**src/rtl/mc_control_fsm.sv**
```systemverilog
// Multicycle control unit for the 32-bit MIPS-subset datapath.
// Sequences fetch/decode/execute/memory/writeback and drives all datapath
// selects and write enables. Outputs are decoded from the state register and
// the wait counter only; the IR fields steer transitions and the R-type ALU op.
module mc_control_fsm #(
  parameter int unsigned MEM_LATENCY    = 2,
  parameter logic [1:0]  EXC_VECTOR_SEL = 2'b11
) (
  input  logic       clk,
  input  logic       reset,
  input  logic [5:0] opcode,
  input  logic [5:0] funct,
  input  logic       zero,
  input  logic       overflow,
  output logic       alu_src_a,
  output logic [1:0] alu_src_b,
  output logic [2:0] alu_op,
  output logic       pc_write,
  output logic       pc_write_cond,
  output logic [1:0] pc_source,
  output logic       iord,
  output logic       mem_write,
  output logic       ir_write,
  output logic       ab_load,
  output logic       aluout_write,
  output logic       mdr_write,
  output logic       reg_write,
  output logic       reg_dst,
  output logic       mem_to_reg,
  output logic       epc_write,
  output logic [3:0] state_o
);

  typedef enum logic [3:0] {
    StRst    = 4'd0,
    StFetch  = 4'd1,
    StDecode = 4'd2,
    StExecR  = 4'd3,
    StWbR    = 4'd4,
    StExecI  = 4'd5,
    StWbI    = 4'd6,
    StAddr   = 4'd7,
    StMemRd  = 4'd8,
    StWbL    = 4'd9,
    StMemWr  = 4'd10,
    StBranch = 4'd11,
    StJump   = 4'd12,
    StExc    = 4'd13
  } state_e;

  localparam logic [5:0] OpRtype = 6'h00;
  localparam logic [5:0] OpAddi  = 6'h08;
  localparam logic [5:0] OpLw    = 6'h23;
  localparam logic [5:0] OpSw    = 6'h2B;
  localparam logic [5:0] OpBeq   = 6'h04;
  localparam logic [5:0] OpJ     = 6'h02;

  localparam logic [5:0] FnAdd = 6'h20;
  localparam logic [5:0] FnSub = 6'h22;
  localparam logic [5:0] FnAnd = 6'h24;

  localparam logic [2:0] AluIdle = 3'b000;
  localparam logic [2:0] AluAdd  = 3'b001;
  localparam logic [2:0] AluSub  = 3'b010;
  localparam logic [2:0] AluAnd  = 3'b011;

  localparam logic [2:0] LastWait = 3'(MEM_LATENCY);

  state_e     state_q, state_d;
  logic [2:0] cnt_q, cnt_d;
  logic       mem_done;

  // Memory access completes once the counter has reached the latency.
  assign mem_done = (cnt_q == LastWait);

  // State and wait-counter registers with synchronous reset.
  always_ff @(posedge clk) begin
    if (reset) begin
      state_q <= StRst;
      cnt_q   <= '0;
    end else begin
      state_q <= state_d;
      cnt_q   <= cnt_d;
    end
  end

  // Next-state logic; the counter restarts on every transition.
  always_comb begin
    state_d = state_q;
    unique case (state_q)
      StRst:   state_d = StFetch;
      StFetch: if (mem_done) state_d = StDecode;
      StDecode: begin
        unique case (opcode)
          OpRtype: begin
            if (funct == FnAdd || funct == FnSub || funct == FnAnd) state_d = StExecR;
            else                                                    state_d = StExc;
          end
          OpAddi:      state_d = StExecI;
          OpLw, OpSw:  state_d = StAddr;
          OpBeq:       state_d = StBranch;
          OpJ:         state_d = StJump;
          default:     state_d = StExc;
        endcase
      end
      StExecR: begin
        // Only the arithmetic ops trap on overflow; AND never does.
        if (overflow && (funct == FnAdd || funct == FnSub)) state_d = StExc;
        else                                                state_d = StWbR;
      end
      StWbR:   state_d = StFetch;
      StExecI: state_d = overflow ? StExc : StWbI;
      StWbI:   state_d = StFetch;
      StAddr:  state_d = (opcode == OpSw) ? StMemWr : StMemRd;
      StMemRd: if (mem_done) state_d = StWbL;
      StWbL:   state_d = StFetch;
      StMemWr: state_d = StFetch;
      StBranch: state_d = StFetch;
      StJump:  state_d = StFetch;
      // Two cycles: save EPC, then vector the PC.
      StExc:   if (cnt_q != 3'd0) state_d = StFetch;
      default: state_d = StRst;
    endcase
    cnt_d = (state_d != state_q) ? 3'd0 : cnt_q + 3'd1;
  end

  // Moore output decode; everything defaults to 0.
  always_comb begin
    alu_src_a     = 1'b0;
    alu_src_b     = 2'b00;
    alu_op        = AluIdle;
    pc_write      = 1'b0;
    pc_write_cond = 1'b0;
    pc_source     = 2'b00;
    iord          = 1'b0;
    mem_write     = 1'b0;
    ir_write      = 1'b0;
    ab_load       = 1'b0;
    aluout_write  = 1'b0;
    mdr_write     = 1'b0;
    reg_write     = 1'b0;
    reg_dst       = 1'b0;
    mem_to_reg    = 1'b0;
    epc_write     = 1'b0;
    unique case (state_q)
      StFetch: begin
        alu_src_b = 2'b01;
        alu_op    = AluAdd;
        if (mem_done) begin
          ir_write = 1'b1;
          pc_write = 1'b1;
        end
      end
      StDecode: begin
        alu_src_b    = 2'b11;
        alu_op       = AluAdd;
        ab_load      = 1'b1;
        aluout_write = 1'b1;
      end
      StExecR: begin
        alu_src_a    = 1'b1;
        aluout_write = 1'b1;
        unique case (funct)
          FnSub:   alu_op = AluSub;
          FnAnd:   alu_op = AluAnd;
          default: alu_op = AluAdd;
        endcase
      end
      StWbR: begin
        reg_write = 1'b1;
        reg_dst   = 1'b1;
      end
      StExecI, StAddr: begin
        alu_src_a    = 1'b1;
        alu_src_b    = 2'b10;
        alu_op       = AluAdd;
        aluout_write = 1'b1;
      end
      StWbI: reg_write = 1'b1;
      StMemRd: begin
        iord      = 1'b1;
        mdr_write = mem_done;
      end
      StWbL: begin
        reg_write  = 1'b1;
        mem_to_reg = 1'b1;
      end
      StMemWr: begin
        iord      = 1'b1;
        mem_write = 1'b1;
      end
      StBranch: begin
        alu_src_a     = 1'b1;
        alu_op        = AluSub;
        pc_write_cond = 1'b1;
        pc_source     = 2'b01;
      end
      StJump: begin
        pc_write  = 1'b1;
        pc_source = 2'b10;
      end
      StExc: begin
        if (cnt_q == 3'd0) begin
          // ALU computes PC-4 for EPC.
          alu_src_b = 2'b01;
          alu_op    = AluSub;
          epc_write = 1'b1;
        end else begin
          pc_write  = 1'b1;
          pc_source = EXC_VECTOR_SEL;
        end
      end
      default: ;
    endcase
  end

  assign state_o = state_q;

  // zero is consumed by the datapath through pc_write_cond.
  logic unused_zero;
  assign unused_zero = zero;

endmodule

```
**config.mk**
```make
export PLATFORM = sky130hd
export DESIGN_NAME = mc_control_fsm
export DESIGN_NICKNAME = d
export VERILOG_FILES = /design/src/rtl/mc_control_fsm.sv
export SDC_FILE = /design/constraint.sdc
export NUM_CORES = 1
export LEC_CHECK = 0
export ABC_AREA = 1
export CORE_ASPECT_RATIO = 0.9
export CORE_MARGIN = 3
export CORE_UTILIZATION = 30
export DETAILED_ROUTE_END_ITERATION = 8
export DONT_BUFFER_PORTS = 1
export MAX_ROUTING_LAYER = met4
export REMOVE_ABC_BUFFERS = 1
export SLEW_MARGIN = 15
export SYNTH_ARGS = -nofsm -noshare
export SYNTH_HDL_FRONTEND = slang
export SYNTH_SLANG_ARGS = --single-unit
```
**constraint.sdc**
```tcl
create_clock -name clk -period 1.4 [get_ports clk]
set_clock_uncertainty 0.05 [all_clocks]
set_input_delay 0.28 -clock clk [delete_from_list [all_inputs] [get_ports clk]]
set_output_delay 0.28 -clock clk [all_outputs]
set_load 0.02 [all_outputs]
```
==> impl_metrics.json <==
{
  "status": "finished, violations left",
  "violations": "setup timing",
  "final_antenna_net_count": 0,
  "hold_viol_final": 0,
  "min_period_over_period_pct": 120.0,
  "clk_latency_ns": 0.25,
  "cts_tree": "yes",
  "placed_area_mm2": 0.001289,
  "worstSetupStartpointType": "register",
  "final_area_mm2": 0.001702,
  "power_density_mw_per_mm2": 429.1,
  "htreeDepth": 1,
  "rsz0062_at_grt": "true",
  "netlist_top_cells_area": "dfxtp_1 (15%), nand2_1 (14%), inv_1 (11%)",
  "grt_max_degree": 7,
  "fin_util_pct": 60.44,
  "synthToLayoutAreaGrowth_pct": 86.56,
  "async_flop_share_pct": 0,
  "firstDrtPassIters": 4,
  "synth-seq-cells": 7,
  "final_cells": 259,
  "overflow": 0,
  "final_cell_mix": "buf_4 (41), nor2_1 (22), nand2_1 (20), inv_1 (16), nand2_2 (15)",
  "drive_gt1_share_pct": 63.01,
  "synth-seq-area-share_pct": 15.36,
  "critPathArrivalTime_ns": 1.35,
  "routabilityCongestion": 0.8494,
  "pre_cts_ws_ns": -0.2530,
  "ioPinCount": 40,
  "gr-usage-met3_pct": 2.672,
  "crit_path_start": "state_o[3]",
  "grt_usage_pct": 17.11,
  "cp_common_cell": "buf_6",
  "wl_mm": 3.149,
  "seq_area_um2": 157.7,
  "nets": 239,
  "fin_tns_setup_ns": -4.925,
  "total_power_uw": 730.2,
  "drt_iter0_drc": 28,
  "place_inst": 246,
  "clk_pin_slew_worst_paths_ns": 0.05,
  "min_period_ns": 1.680,
  "grtUsageMet1_pct": 19.53,
  "vias_per_cell": 4.371,
  "gr-usage-met2_pct": 31.22,
  "synth_cell_types": 24,
  "rrSetupSlack_ns": -0.27,
  "die_y_um": 58.31,
  "grt_pass1_vias": 1171,
  "critPathMaxStageDelay_ns": 0.38,
  "grt-busiest-layer": "met2",
  "critPathSlowestCell": "dfxtp_4",
  "ys_warn_count": 0,
  "hold_class": "in -> reg",
  "dieWidth_um": 64.12,
  "yosysTopAreaCellShare_pct": 15.36,
  "num-fill-cells": 270,
  "synth.cell_area_um2": 912.1,
  "grt_pass1_wl_mm": 4.961,
  "grt_antenna_before_repair": 0,
  "drv_cap": 0,
  "start_util_pct": 32.40,
  "final_common_cell": "buf_4",
  "crit_type": "reg -> out",
  "drv_slew": 0,
  "rows": 18,
  "yosysTopAreaCell": "dfxtp_1",
  "cts_made_buffers": 3,
  "path_cells": "buf_6, nor2_4, buf_6, nand2_4, o21ai_2, buf_6",
  "cp_num_buf_inv": 3,
  "numPortBuffers": 0,
  "vias": 1132,
  "multi_input_area_um2": 852.1,
  "path_depth": 6,
  "fin_ws_ns": -0.2798,
  "timing.rr.end": "cnt_q[0]",
  "dieArea_mm2": 0.003739,
  "clockBufferDepth": 2,
  "drc": 0,
  "ys.flop_type": "dfxtp_1",
  "worst_ep_required_time_ns": 1.07,
  "r2r_start": "state_o[3]",
  "wl_per_cell_um": 12.16,
  "max_freq_mhz": 595.3,
  "diodes": 0,
  "reg2regPathDepth": 12,
  "p_leak_nw": 0.8791,
  "ir_drop_v": 0.0003973,
  "crit_end": "alu_src_a",
  "synth-edff-count": 0,
  "avgSynthCellArea_um2": 5.630,
  "holdWs_ns": 0.02856,
  "critPathTopFamily": "buffers and inverters",
  "finalSetupViolations": 26,
  "core-area_mm2": 0.002815,
  "critPathMaxFanout": 5,
  "cts_root_buffer": "clkbuf_4",
  "dp_hpwl_mm": 2.005,
  "cts.sinks": 7,
  "critPathCaptureType": "output port",
  "synth_cells": 162
}
kinds of logic after synthesis:
| group | count (synthesis) | synth area share (%) |
|---|---|---|
| compound gates | 9 | 5.075 |
| xor+xnor | 1 | 0.9604 |
| fa+ha+maj | 3 | 4.116 |
| buf+inv | 36 | 16.32 |
| flops | 7 | 15.36 |
| other cells | 1 | 0.4111 |
| simple gates | 105 | 57.75 |
what timing repair did:
item	CTS	global route
pin swaps	19	12
resized for setup	77	22
hold buffers	0	0
endpoints found under the setup margin	25	27
hold endpoints to repair	0	0
buffers inserted	8	2
worst min-delay path by stage:
stage / from / endpoint / cells after the start
floorplan: reset / state_o[1] / 1
global placement: reset / state_o[2] / 1
detailed placement: reset / state_o[1] / 1
CTS: reset / state_o[3] / 1
global route: reset / state_o[3] / 1
finish: reset / state_o[3] / 1
routing by layer:
metal | wire (um) | share of wire, % | vias to the layer above
met3 | 131 | 4.2 | 2
met5 | 0 | 0 | -
li1 | - | - | 609
met4 | 9 | 0.29 | 0
met1 | 1307 | 42 | 496
met2 | 1701 | 54 | 25
final cells by class:
cell class | count | share of cell area [%]
Inverter | 34 | 8.824
Clock buffer | 4 | 1.544
Tap cell | 40 | 2.941
Sequential cell | 7 | 9.265
Multi-Input combinational cell | 119 | 50.07
Timing Repair Buffer | 55 | 27.35
where the power goes:
group	internal (mW)	leakage (nW)	switching [mW]
Sequential	0.209	0.0607	0.0201
Combinational	0.132	0.803	0.186
Clock	0.109	0.0150	0.0742
Total	0.450	0.879	0.280
state kept, by name, indices dropped and copies added (netlist names):
name / count
cnt_q: 3
state_o: 4
cells in the mapped netlist (2+ instances only):
| cell | number |
|---|---|
| inv_2 | 6 |
| nand3_2 | 5 |
| dfxtp_1 | 7 |
| inv_1 | 27 |
| nand4_1 | 2 |
| nor2_1 | 25 |
| ha_1 | 3 |
| a21oi_1 | 3 |
| nand2_1 | 33 |
| o21ai_0 | 5 |
| nand3_1 | 17 |
| nand2_2 | 9 |
| nor2_2 | 9 |
(Power assumes the default switching activity.)
